<file path="src/rtl/seg_scan_decoder.sv">
// Readback decoder for the multiplexed active-low 8-digit seven-segment scan bus.
// Rebuilds HH-MM-SS frames; define SEG_SCAN_TIMEOUT_EN to enable the stall detector.
module seg_scan_decoder #(
    parameter int unsigned STABLE_CYC  = 16,
    parameter int unsigned TIMEOUT_CYC = 1_000_000
) (
    input  logic       clk,
    input  logic       rstn,
    input  logic [7:0] sel,
    input  logic [7:0] seg,
    output logic [4:0] hour,
    output logic [5:0] min,
    output logic [5:0] sec,
    output logic       frame_valid,
    output logic       frame_err,
    output logic       sel_err,
    output logic       timeout
);
    localparam int unsigned CNT_W = $clog2(STABLE_CYC + 1);
    localparam logic [3:0]  DASH  = 4'hA;

    typedef enum logic [1:0] {IDLE, COLLECT, CHECK} state_e;

    state_e           state_q, state_d;
    logic [7:0]       sel_q, sel_prev_q;
    logic [6:0]       seg_q;
    logic [CNT_W-1:0] cnt_q, cnt_d;
    logic             capture_c;
    logic [7:0]       seen_q, seen_d;
    logic [7:0][3:0]  val_q, val_d;
    logic [7:0]       inv_q, inv_d;
    logic [4:0]       hour_q, hour_d;
    logic [5:0]       min_q, min_d, sec_q, sec_d;
    logic             fv_q, fv_d, fe_q, fe_d, se_q, se_d;
    logic [4:0]       dec_c;
    logic [6:0]       hr_sum_c;
    logic             frame_ok_c;
    logic             unused_dp;

    assign unused_dp = seg[7];

    // {invalid, value}; value DASH marks the separator pattern
    function automatic logic [4:0] decode_seg(input logic [6:0] pat);
        case (pat)
            7'h40:   decode_seg = {1'b0, 4'd0};
            7'h79:   decode_seg = {1'b0, 4'd1};
            7'h24:   decode_seg = {1'b0, 4'd2};
            7'h30:   decode_seg = {1'b0, 4'd3};
            7'h19:   decode_seg = {1'b0, 4'd4};
            7'h12:   decode_seg = {1'b0, 4'd5};
            7'h02:   decode_seg = {1'b0, 4'd6};
            7'h78:   decode_seg = {1'b0, 4'd7};
            7'h00:   decode_seg = {1'b0, 4'd8};
            7'h10:   decode_seg = {1'b0, 4'd9};
            7'h3F:   decode_seg = {1'b0, DASH};
            default: decode_seg = {1'b1, 4'd0};
        endcase
    endfunction

    always_ff @(posedge clk) begin
        if (!rstn) begin
            sel_q      <= '1;
            sel_prev_q <= '1;
            seg_q      <= '1;
            cnt_q      <= '0;
        end else begin
            sel_q      <= sel;
            sel_prev_q <= sel_q;
            seg_q      <= seg[6:0];
            cnt_q      <= cnt_d;
        end
    end

    // Dwell counter: capture fires once, on the step into saturation
    always_comb begin
        cnt_d     = cnt_q;
        capture_c = 1'b0;
        if (sel_q != sel_prev_q) begin
            cnt_d = '0;
        end else if (cnt_q != CNT_W'(STABLE_CYC)) begin
            cnt_d     = cnt_q + CNT_W'(1);
            capture_c = (cnt_q == CNT_W'(STABLE_CYC - 1));
        end
    end

    always_comb begin
        state_d  = state_q;
        seen_d   = seen_q;
        val_d    = val_q;
        inv_d    = inv_q;
        hour_d   = hour_q;
        min_d    = min_q;
        sec_d    = sec_q;
        fv_d     = 1'b0;
        fe_d     = 1'b0;
        se_d     = 1'b0;
        dec_c    = decode_seg(seg_q);

        if (capture_c && !(&sel_q)) begin
            if ($onehot(~sel_q)) begin
                for (int i = 0; i < 8; i++) begin
                    if (!sel_q[i]) begin
                        inv_d[i]  = dec_c[4];
                        val_d[i]  = dec_c[3:0];
                        seen_d[i] = 1'b1;
                    end
                end
            end else begin
                se_d = 1'b1;
            end
        end

        // Check runs on the slot image including this cycle's capture
        hr_sum_c   = 7'(val_d[7]) * 7'd10 + 7'(val_d[6]);
        frame_ok_c = (inv_d == '0) && (val_d[2] == DASH) && (val_d[5] == DASH)
                  && (val_d[0] < 4'd10) && (val_d[1] <= 4'd5)
                  && (val_d[3] < 4'd10) && (val_d[4] <= 4'd5)
                  && (val_d[6] < 4'd10) && (val_d[7] < 4'd10)
                  && (hr_sum_c <= 7'd23);

        case (state_q)
            IDLE:    if (seen_d != '0) state_d = COLLECT;
            COLLECT: state_d = COLLECT;
            CHECK:   state_d = (seen_d == '0) ? IDLE : COLLECT;
            default: state_d = IDLE;
        endcase

        if (seen_d == 8'hFF) begin
            seen_d  = '0;
            state_d = CHECK;
            if (frame_ok_c) begin
                fv_d   = 1'b1;
                hour_d = 5'(hr_sum_c);
                min_d  = 6'(val_d[4]) * 6'd10 + 6'(val_d[3]);
                sec_d  = 6'(val_d[1]) * 6'd10 + 6'(val_d[0]);
            end else begin
                fe_d = 1'b1;
            end
        end
    end

    always_ff @(posedge clk) begin
        if (!rstn) begin
            state_q <= IDLE;
            seen_q  <= '0;
            val_q   <= '0;
            inv_q   <= '0;
            hour_q  <= '0;
            min_q   <= '0;
            sec_q   <= '0;
            fv_q    <= 1'b0;
            fe_q    <= 1'b0;
            se_q    <= 1'b0;
        end else begin
            state_q <= state_d;
            seen_q  <= seen_d;
            val_q   <= val_d;
            inv_q   <= inv_d;
            hour_q  <= hour_d;
            min_q   <= min_d;
            sec_q   <= sec_d;
            fv_q    <= fv_d;
            fe_q    <= fe_d;
            se_q    <= se_d;
        end
    end

    assign hour        = hour_q;
    assign min         = min_q;
    assign sec         = sec_q;
    assign frame_valid = fv_q;
    assign frame_err   = fe_q;
    assign sel_err     = se_q;

`ifdef SEG_SCAN_TIMEOUT_EN
    localparam int unsigned TMO_W = $clog2(TIMEOUT_CYC + 1);

    logic [TMO_W-1:0] tmo_cnt_q, tmo_cnt_d;
    logic             timeout_q;

    // Cycles since the last completed frame, saturating
    always_comb begin
        tmo_cnt_d = tmo_cnt_q;
        if (fv_q || fe_q) begin
            tmo_cnt_d = '0;
        end else if (tmo_cnt_q != TMO_W'(TIMEOUT_CYC)) begin
            tmo_cnt_d = tmo_cnt_q + TMO_W'(1);
        end
    end

    always_ff @(posedge clk) begin
        if (!rstn) begin
            tmo_cnt_q <= '0;
            timeout_q <= 1'b0;
        end else begin
            tmo_cnt_q <= tmo_cnt_d;
            timeout_q <= (tmo_cnt_d >= TMO_W'(TIMEOUT_CYC));
        end
    end

    assign timeout = timeout_q;
`else
    assign timeout = 1'b0;
`endif

endmodule

</file>
<file path="config.mk">
export PLATFORM = sky130hd
export DESIGN_NAME = seg_scan_decoder
export DESIGN_NICKNAME = d
export VERILOG_FILES = /design/src/rtl/seg_scan_decoder.sv
export SDC_FILE = /design/constraint.sdc
export NUM_CORES = 1
export LEC_CHECK = 0
export CORE_UTILIZATION = 25
export DETAILED_ROUTE_END_ITERATION = 10
export DONT_BUFFER_PORTS = 1
export GPL_TIMING_DRIVEN = 0
export HOLD_SLACK_MARGIN = 0.05
export PLACE_DENSITY = 0.37
export REMOVE_ABC_BUFFERS = 1
export SETUP_SLACK_MARGIN = 0.1
export SYNTH_ARGS = -nofsm -noshare
export SYNTH_HDL_FRONTEND = slang
export SYNTH_SLANG_ARGS = --single-unit
export TNS_END_PERCENT = 5
</file>
<file path="constraint.sdc">
create_clock -name clk -period 19 [get_ports clk]
set_input_delay 3.8 -clock clk [delete_from_list [all_inputs] [get_ports clk]]
set_output_delay 3.8 -clock clk [all_outputs]
set_load 0.005 [all_outputs]
</file>
==> summary.txt <==
Floorplanning
  • Number of I/O pins: 39
  • Core Footprint: 0.0202 mm²
  • Die Area: 0.0213 mm²
  • Std-Cell Rows: between 50 and 60
  • Die Ht: ~150 µm
  • Starting Density: about 26%
  • Die Wd: 146 µm

Layout
  • Final Instance Area: 0.00569 mm²
  • Ratio of cells with drive above 1 in the final layout: 7.84%
  • Total Nets Final: between 600 and 700
  • Syn-to-layout area delta: 9.94%
  • ANT cells: 0

Timing
  • Final hold violation count: 0
  • Post-route setup TNS: 0 ns
  • F_max: between 100 and 150 MHz
  • Final setup violating endpoints: 0
  • Hold_ws: 0.455 ns
  • Clk_skew: 0.00695 ns
  • Rel. slew slack: 13.5%
  • RSZ-0062 raised after global routing: no
  • Post-route clock period utilization: a little under half
  • Min Clock Period, post-route: between 9 and 10 ns
  • Worst Tran Pin Value: between 1 and 1.5 ns
  • Final Max Slew Viols: 0

Worst hold path
  • Min-delay src: seen_q[6]
  • Hold EP: seen_q[6]
  • Hold Path Class: reg -> reg
  • Hold depth: 2

Status
  • Status: completed

Synth
  • Yosys cell types: 73
  • Synth Register Bits: 96
  • Synth top area share: ~37%
  • Warnings from Yosys: 0
  • Synth Area per Inst: about 8.8 µm²
  • Post-synthesis sequential area ratio: a little under two fifths
  • Top_reg_cell synth: dfxtp_1
  • Mapped Area: 0.00517 mm²
  • Post-synth top area cell: dfxtp_1
  • Gate Count Post-Synth: approximately 590
  • EDFF count, synth: 0
  • Asr flop ratio synth: 0%
  • Top cells by area, synth: dfxtp_1, ha_1, nor2_1, a21oi_1, o21ai_0

Global route
  • First-pass GRT wire length: 22100 µm
  • Largest net degree at the start of global routing: 51
  • Vias in the first global route: ~3.9k
  • Total Routing Usage GR: a little over an eighth
  • Total gr overflow: 0
  • Initial antenna violation count: 0

Clock tree
  • Num CTS Buffers: 9
  • CTS resizes: 0
  • Worst skew pair latency: ~0.36 ns
  • Root buf cell: clkbuf_16
  • H-tree depth: 3
  • Sink Count: 96
  • Clk buf depth: 2
  • Clk slew on worst S/H paths: about 0.070 ns
  • Hold Buf Count CTS: 0
  • TritonCTS clock tree: done
  • Postcts setup bufs: 0

Route
  • DRC Markers: 0
  • Vias per inst: approximately 4.8
  • Vias: 4009
  • Wirelength, routed: 14000 µm
  • DRT antenna net count: 0
  • WL/cell: ~17 µm
  • DRC violation total after the first TritonRoute iteration: a little under 200
  • Drt pass-1 iters: 4

Power
  • Total Power: 0.440 mW
  • Max rail drop VDD: around 0.04 mV
  • Cell area power density: 77.4 mW/mm²
  • Leak Pwr: 2.15 nW

Place
  • Port bufs: 0
  • Final HPWL DP: approximately 10000 µm
  • Final GP Congestion: between 0.7 and 0.8
  • Post-Place Cell Area: between 0.005 and 0.006 mm²

Setup path
  • CP Max Fanout: 23
  • R2R depth: 26
  • Crit path DAT: ~9.3 ns
  • Setup crit end kind: flop
  • Crit Path Class: reg -> reg
  • R2R Setup Slk: ~9.9 ns
  • WP data required: between 15 and 20 ns
  • Critical path launch point type: flop
  • RR Startpoint: sel_q[3]
  • Reg2reg end: min[0]

Job
  • Max cap viols: 0
[routing by layer]
| metal | global-route usage [%] | up-vias | part of all wire, % |
|---|---|---|---|
| met4 | 5.47 | 0 | 1.7 |
| met5 | 0 | - | 0 |
| li1 | - | 2013 | - |
| met1 | 17.4 | 1922 | 48 |
| met3 | 1.85 | 14 | 2.8 |
| met2 | 22.8 | 60 | 48 |
[layout by cell type (no fill, tap or decap), types with 3 or more instances in the layout]
cell type / count
xor2_1: 4
and2_1: 22
nor4_1: 8
xnor2_2: 3
mux2i_1: 7
and3b_1: 3
o21ai_0: 35
mux2_2: 6
nand3_1: 11
a21o_1: 5
or4_1: 3
o211ai_1: 5
inv_1: 29
fa_1: 8
o31ai_1: 5
nand4_1: 12
o21a_1: 5
a211oi_1: 6
o22ai_1: 3
nand2b_1: 24
nand2_1: 37
nor3_1: 10
clkbuf_16: 9
nor2_1: 59
mux2_1: 3
ha_1: 25
a21oi_1: 40
or3_1: 4
nor2b_1: 9
xnor2_1: 18
dfxtp_1: 96
[how the worst max path moves through the flow]
stage,startpoint,end,depth (start not counted)
floorplan,sel_q[0],min[0],26
global placement,sel_q[3],min[0],26
detailed placement,sel_q[3],min[0],26
CTS,sel_q[3],min[0],26
global route,sel_q[3],sec[0],25
finish,sel_q[3],min[0],26
[flip-flops by register name, summed over array words and instances (netlist names)]
name / count
frame_err: 1
seen_q: 8
hour: 5
sel_err: 1
sec: 6
cnt_q: 5
frame_valid: 1
sel_q: 8
seg_q: 7
val_q: 32
inv_q: 8
sel_prev_q: 8
min: 6
[final cells by class]
cell class | instances | area (µm²)
Fill cell | 2130 | 14500
Clock inverter | 7 | 104
Clock buffer | 9 | 225
Timing Repair Buffer | 1 | 7.51
Sequential cell | 96 | 1920
Inverter | 30 | 113
Multi-Input combinational cell | 431 | 2980
Tap cell | 270 | 338
[worst max-delay path, cell delays in order (launching register included)]
cell	delay, ns
dfxtp_1	0.70
fa_1	0.51
inv_1	0.08
fa_1	0.42
fa_1	0.50
ha_1	0.17
inv_1	0.05
fa_1	0.49
and3b_1	0.15
a31oi_1	0.26
or4_4	0.79
nor2_2	0.29
nand2_1	0.08
o21ai_0	0.23
inv_1	0.14
ha_1	0.32
ha_1	0.20
inv_1	0.06
fa_1	0.46
nand2b_1	0.19
or4_1	0.57
a21o_1	0.21
o211ai_1	0.07
o31ai_1	0.14
nor4b_2	1.05
nand3_1	0.38
mux2_1	0.42
[through the flow]
step	utilization [%]	instances	worst slack (ns)
final	28.1	844	9.92
after global routing	28.1	844	9.32
after CTS	28.1	844	9.83
after detailed placement	26.5	828	9.82
after global placement	26.4	827	9.90
after floorplan	-	557	11.50
[Yosys cell counts (7+ instances only)]
| library cell | number |
|---|---|
| ha_1 | 25 |
| nor2_1 | 59 |
| nand2_1 | 37 |
| clkbuf_1 | 15 |
| nor4_1 | 9 |
| nand2b_1 | 24 |
| nand4_1 | 12 |
| nand3_1 | 11 |
| and2_1 | 22 |
| o21ai_0 | 35 |
| mux2i_1 | 7 |
| xnor2_1 | 18 |
| inv_1 | 29 |
| nor3_1 | 10 |
| fa_1 | 8 |
| buf_2 | 7 |
| nor2b_1 | 9 |
| a21oi_1 | 40 |
| dfxtp_1 | 96 |
[cell families after synthesis]
kind of cell | synth area share (%)
buf+inv | 5.40
simple gates | 26.0
xor+xnor | 4.67
mux | 3.31
fa+ha+maj | 9.15
flops | 37.2
other cells | 0.0725
compound gates | 14.3
[report_power, final]
part / total (mW) / leakage, nW / switching (mW) / internal (mW)
Combinational: 0.0245 / 1.21 / 0.0150 / 0.00950
Clock: 0.207 / 0.154 / 0.0897 / 0.117
Sequential: 0.209 / 0.779 / 0.00504 / 0.203
Total: 0.440 / 2.15 / 0.110 / 0.330
Note: power is estimated with default switching activity, not from simulation.
